`config.mk`:
```
export PLATFORM = sky130hd
export DESIGN_NAME = uart_tx_rr_scheduler
export DESIGN_NICKNAME = d
export VERILOG_FILES = /design/src/rtl/uart_tx_rr_scheduler.sv
export SDC_FILE = /design/constraint.sdc
export NUM_CORES = 1
export LEC_CHECK = 0
export CORE_MARGIN = 1.5
export CORE_UTILIZATION = 45
export DETAILED_ROUTE_END_ITERATION = 7
export PLACE_DENSITY_LB_ADDON = 0.25
export SLEW_MARGIN = 20
export SYNTH_ARGS = -nofsm -noshare
export SYNTH_HDL_FRONTEND = slang
export SYNTH_SLANG_ARGS = --single-unit
```
`constraint.sdc`:
```
create_clock -name clk -period 2.1 [get_ports clk]
set_input_delay 0.42 -clock clk [delete_from_list [all_inputs] [get_ports clk]]
set_output_delay 0.42 -clock clk [all_outputs]
set_load 0.03 [all_outputs]
```
`src/rtl/uart_tx_rr_scheduler.sv`:
```
// Round-robin arbiter sharing one UART transmitter among NUM_REQ valid/ack requesters.
// Captures the granted word, issues it to the Tx core and tracks the frame to completion.
module uart_tx_rr_scheduler #(
    parameter int unsigned NUM_REQ     = 4,
    parameter int unsigned WORD_LENGTH = 8,
    parameter int unsigned TIMEOUT_CYC = 64
) (
    input  logic                           clk,
    input  logic                           rst,
    input  logic                           en,
    input  logic [NUM_REQ-1:0]             req_valid,
    input  logic [NUM_REQ*WORD_LENGTH-1:0] req_data,
    output logic [NUM_REQ-1:0]             req_ack,
    output logic                           UART_Tx_RQST,
    output logic [WORD_LENGTH-1:0]         Tx_DATA,
    input  logic                           UART_Tx_READY_BUSY,
    output logic [$clog2(NUM_REQ)-1:0]     grant_id,
    output logic                           sched_busy,
    output logic                           frame_done,
    output logic                           timeout_err
);

    localparam int unsigned IdW  = $clog2(NUM_REQ);
    localparam int unsigned CntW = $clog2(TIMEOUT_CYC + 1);
    // Tx status encoding: low = ready, high = busy
    localparam logic TxReady = 1'b0;
    localparam logic TxBusy  = 1'b1;

    typedef enum logic [1:0] {StIdle, StIssue, StWaitDone} state_e;

    state_e                 state_q, state_d;
    logic [IdW-1:0]         rr_ptr_q, rr_ptr_d;
    logic [IdW-1:0]         grant_q, grant_d;
    logic [WORD_LENGTH-1:0] data_q, data_d;
    logic [CntW-1:0]        cnt_q, cnt_d;
    logic [NUM_REQ-1:0]     ack_q, ack_d;
    logic                   rqst_q, rqst_d;
    logic                   busy_q, busy_d;
    logic                   done_q, done_d;
    logic                   terr_q, terr_d;

    logic [WORD_LENGTH-1:0] words [NUM_REQ];
    logic                   pick_found;
    logic [IdW-1:0]         pick_idx;

    always_comb begin
        for (int unsigned i = 0; i < NUM_REQ; i++) begin
            words[i] = req_data[i*WORD_LENGTH +: WORD_LENGTH];
        end
    end

    // First valid requester strictly after the last grant, wrapping.
    always_comb begin
        int unsigned    idx;
        logic [IdW-1:0] idx_w;
        idx        = 0;
        idx_w      = '0;
        pick_found = 1'b0;
        pick_idx   = '0;
        for (int unsigned k = 1; k <= NUM_REQ; k++) begin
            idx   = (32'(rr_ptr_q) + k) % NUM_REQ;
            idx_w = IdW'(idx);
            if (!pick_found && req_valid[idx_w]) begin
                pick_found = 1'b1;
                pick_idx   = idx_w;
            end
        end
    end

    always_comb begin
        state_d  = state_q;
        rr_ptr_d = rr_ptr_q;
        grant_d  = grant_q;
        data_d   = data_q;
        cnt_d    = cnt_q;
        rqst_d   = rqst_q;
        busy_d   = busy_q;
        ack_d    = '0;
        done_d   = 1'b0;
        terr_d   = 1'b0;
        unique case (state_q)
            StIdle: begin
                if (en && pick_found && (UART_Tx_READY_BUSY == TxReady)) begin
                    data_d          = words[pick_idx];
                    grant_d         = pick_idx;
                    rr_ptr_d        = pick_idx;
                    ack_d[pick_idx] = 1'b1;
                    busy_d          = 1'b1;
                    rqst_d          = 1'b1;
                    cnt_d           = '0;
                    state_d         = StIssue;
                end
            end
            StIssue: begin
                if (UART_Tx_READY_BUSY == TxBusy) begin
                    rqst_d  = 1'b0;
                    state_d = StWaitDone;
                end else if (cnt_q == CntW'(TIMEOUT_CYC - 1)) begin
                    // Tx never picked the word up; drop it and free the scheduler
                    rqst_d  = 1'b0;
                    terr_d  = 1'b1;
                    busy_d  = 1'b0;
                    state_d = StIdle;
                end else begin
                    cnt_d = cnt_q + 1'b1;
                end
            end
            StWaitDone: begin
                // Tx_DATA stays put: the core samples it during its START state
                if (UART_Tx_READY_BUSY == TxReady) begin
                    done_d  = 1'b1;
                    busy_d  = 1'b0;
                    state_d = StIdle;
                end
            end
            default: state_d = StIdle;
        endcase
    end

    always_ff @(posedge clk or posedge rst) begin
        if (rst) begin
            state_q  <= StIdle;
            rr_ptr_q <= IdW'(NUM_REQ - 1);
            grant_q  <= '0;
            data_q   <= '0;
            cnt_q    <= '0;
            ack_q    <= '0;
            rqst_q   <= 1'b0;
            busy_q   <= 1'b0;
            done_q   <= 1'b0;
            terr_q   <= 1'b0;
        end else begin
            state_q  <= state_d;
            rr_ptr_q <= rr_ptr_d;
            grant_q  <= grant_d;
            data_q   <= data_d;
            cnt_q    <= cnt_d;
            ack_q    <= ack_d;
            rqst_q   <= rqst_d;
            busy_q   <= busy_d;
            done_q   <= done_d;
            terr_q   <= terr_d;
        end
    end

    assign req_ack      = ack_q;
    assign UART_Tx_RQST = rqst_q;
    assign Tx_DATA      = data_q;
    assign grant_id     = grant_q;
    assign sched_busy   = busy_q;
    assign frame_done   = done_q;
    assign timeout_err  = terr_q;

endmodule

```
==> results.cfg, run 1 <==
[synth]
yosysSeqAreaShare = 0.441
yosysTopAreaCellShare = 0.409
synth_ff_type = dfrtp_1
synth_area_mm2 = 0.00165
syn_area_per_cell_um2 = 9.48
yosys.area.top_type = dfrtp_1
synth_nets = 218
async_reset_ff_frac = 1.00
ys_ff_latch = 29
synthCells = 174
synth_cell_type_count = 41
synth_enable_flop_cells = 0
yosysWarnings = 0
synth_area_leaders = dfrtp_1 41%, nor2_1 4.8%, nand2_1 4.3%

[detailed_routing]
antenna_left = 0
drt_iter0_drc = 81
vias = 1652
drc = 0
vias_per_cell = 5.45
wl_mm = 4.61
firstDrtPassIters = 4
avgRoutedWirePerCell_um = 15.2

[power_and_ir_drop]
seq_power_share = 0.300
netSwitchingFraction = 0.403
power_density_mw_per_mm2 = 1160
switchingPower_w = 0.00119
ir_drop_v = 0.000712
pwr-share-clk = 0.163
share_comb_of_total_power = 0.536
p_int_w = 0.00175
p_leak_nw = 1.08

[placement]
port_buffers = 57
hpwl_mm = 3.56
globalplace.congestion = 0.847
place_ws_ns = -0.184

[clock_tree]
htree_num_levels = 2
cts_made_buffers = 5
cts_root_buffer = clkbuf_4
post_cts_buffers = 0
clock_path_buffers = 2
worstSkewPairLatency_ns = 0.33
cts_tree = yes
cts.clk_slew.worst_paths_ns = 0.10
clock-sinks = 29

[setup_path]
crit_path_end_kind = flip-flop
r2r_slack_ns = 0.12
path_class = flip-flop to flip-flop
cp_data_required_time_ns = 2.35
reg2reg_from = state_q[1]$_DFFE_PP0P_
rr_endpoint = cnt_q[5]$_DFFE_PP0P_
arrival_ns = 2.22
ff2ff_path_depth = 8
start_kind = flip-flop
path_max_fanout = 8

[layout]
fillCellCount = 248
antenna_cells = 0
area_growth_pct = 53.9
final_cell_mix = 57 x clkdlybuf4s50_1, 27 x dfrtp_1, 22 x buf_4, 21 x nor2_1, 19 x nand2_1
fin_nets = 300
drive_above_1_share = 0.171
layout_commonest_cell = clkdlybuf4s50_1

[sta]
fin_skew_ns = 0.00847
finalMaxSlewViolations = 0
setup_viol = 0
timing.fmax_mhz = 506
relSlewSlack = 0.706
holdWs_ns = 0.348
setup_ws_ns = 0.125
worst_slew_pin_slew_ns = 0.437
hold_violations = 0
min_period_ns = 1.98
fin_crit_sh = 0.941

[grt]
grt_pass1_vias = 1757
overflow = 0
track_usage = 0.247
antenna_found_initial = 0
grt_pass1_wl_mm = 7.85
grt_max_degree = 14

[floorplanning]
core_region_area_mm2 = 0.00342
ios = 58
initial_core_util = 0.483
die_area_mm2 = 0.00404
die_x_um = 63.6
chipHeight_um = 63.6
core.rowCount = 21

[job]
cap_violations = 0

[min_path]
hold_class = input port to asynchronous set/reset pin

[status]
outcome = complete, no violations
## worst max-delay path, cell delays in order, from the launching register on
cell and delay (ns):
dfrtp_1 0.41, inv_1 0.09, ha_2 0.27, inv_1 0.11
o41a_1 0.48, nand3_1 0.15, buf_4 0.12, o21ai_0 0.09
a21oi_1 0.17
## flip-flops by register name (all words and copies together), names as in the netlist
signal and count:
UART_Tx_RQST 1, Tx_DATA 8, req_ack 4, timeout_err 1, frame_done 1, grant_id 2, state_q 2, cnt_q 7
sched_busy 1, rr_ptr_q 2
## power by group through the flow
stage | registers (W) | logic [W] | clock network, W
2_1_floorplan | 0.00112 | 0.000673 | 0
3_3_place_gp | 0.000880 | 0.00150 | 0
3_5_place_dp | 0.000891 | 0.00155 | 0
4_1_cts | 0.000878 | 0.00157 | 0.000486
5_1_grt | 0.000906 | 0.00172 | 0.000506
6_report | 0.000883 | 0.00158 | 0.000480
## synth_stat cells, types with 2 or more instances
| cell type | n |
|---|---|
| xor2_1 | 3 |
| nor2b_1 | 2 |
| dfrtp_1 | 27 |
| dfstp_2 | 2 |
| a21oi_1 | 12 |
| nand2_1 | 19 |
| or2_2 | 2 |
| ha_1 | 4 |
| and4_1 | 4 |
| o21ai_0 | 9 |
| a21oi_2 | 2 |
| o31a_1 | 8 |
| clkbuf_1 | 3 |
| buf_6 | 2 |
| inv_1 | 5 |
| o32ai_1 | 4 |
| nor2_1 | 21 |
| o21a_1 | 2 |
| mux2i_1 | 4 |
| nand3_1 | 7 |
| a211oi_1 | 9 |
| nand2b_1 | 4 |
## area by class of cell
class / count / area, µm² / share of cell area
well taps: 46 / 57.6 / 0.0227
multi-input cells: 134 / 875 / 0.344
flip-flops and latches: 29 / 728 / 0.287
clock buffers: 7 / 55.1 / 0.0217
clock inverters: 1 / 30.0 / 0.0118
inverters: 5 / 18.8 / 0.00739
repair buffers: 81 / 776 / 0.305
## how the worst max path moves through the flow
stage | startpoint | end | slack, ns | cells after the start
2_1_floorplan | rr_ptr_q[0]$_DFFE_PP1P_ | Tx_DATA[3]$_DFFE_PP0P_ | 0.35 | 7
3_3_place_gp | req_valid[3] | Tx_DATA[0]$_DFFE_PP0P_ | -0.13 | 7
3_5_place_dp | req_valid[3] | Tx_DATA[3]$_DFFE_PP0P_ | -0.18 | 7
4_1_cts | state_q[1]$_DFFE_PP0P_ | cnt_q[5]$_DFFE_PP0P_ | 0.05 | 8
5_1_grt | req_valid[0] | Tx_DATA[4]$_DFFE_PP0P_ | -0.001 | 8
6_report | state_q[1]$_DFFE_PP0P_ | cnt_q[5]$_DFFE_PP0P_ | 0.12 | 8
## layer usage
layer / part of all wire / GRT usage / up-vias
li1: - / - / 803
met1: 0.41 / 0.271 / 795
met2: 0.53 / 0.447 / 48
met3: 0.055 / 0.0696 / 6
met4: 0.010 / 0.0951 / 0
met5: 0 / 0 / -
## repair_timing
| action | in CTS | in global routing |
|---|---|---|
| endpoints found under the hold margin | 0 | 0 |
| gates resized for setup | 0 | 3 |
| hold buffers | 0 | 0 |
| endpoints found under the setup margin | 0 | 3 |
## per-stage QoR
step | cell area, µm² | TNS (ns) | total power, W | util | instances
CTS | 2530 | 0 | 0.00293 | 0.741 | 303
finish | 2540 | 0 | 0.00294 | 0.744 | 303
detailed placement | 2440 | -1.75 | 0.00244 | 0.716 | 295
floorplan | 1650 | 0 | 0.00179 | - | 174
global route | 2540 | -0.00140 | 0.00313 | 0.744 | 303
global placement | 2440 | -0.805 | 0.00238 | 0.716 | 295
## cells by family (layout without fill, tap and decap cells)
group                      Yosys count  count (layout)  synth area share
muxes                                4               4            0.0243
buffers and inverters               11              94            0.0349
xor gates and xnor gates             3               3            0.0159
AOI/OAI and AO/OA                   54              54             0.236
adders and majority gates            4               4            0.0303
DFF                                 29              29             0.441
and+or+nand+nor                     69              69             0.218
No activity file was read; power rests on OpenSTA's default activity.
==> inputs of run 2 (changes only) <==
--- a/config.mk
+++ b/config.mk
@@ -5,6 +5,7 @@
 export SDC_FILE = /design/constraint.sdc
 export NUM_CORES = 1
 export LEC_CHECK = 0
+export CAP_MARGIN = 5
 export CORE_MARGIN = 1.5
 export CORE_UTILIZATION = 45
 export DETAILED_ROUTE_END_ITERATION = 7
==> results of run 2 <==
The final DEF is identical to that of run 1; final timing and power are the same.
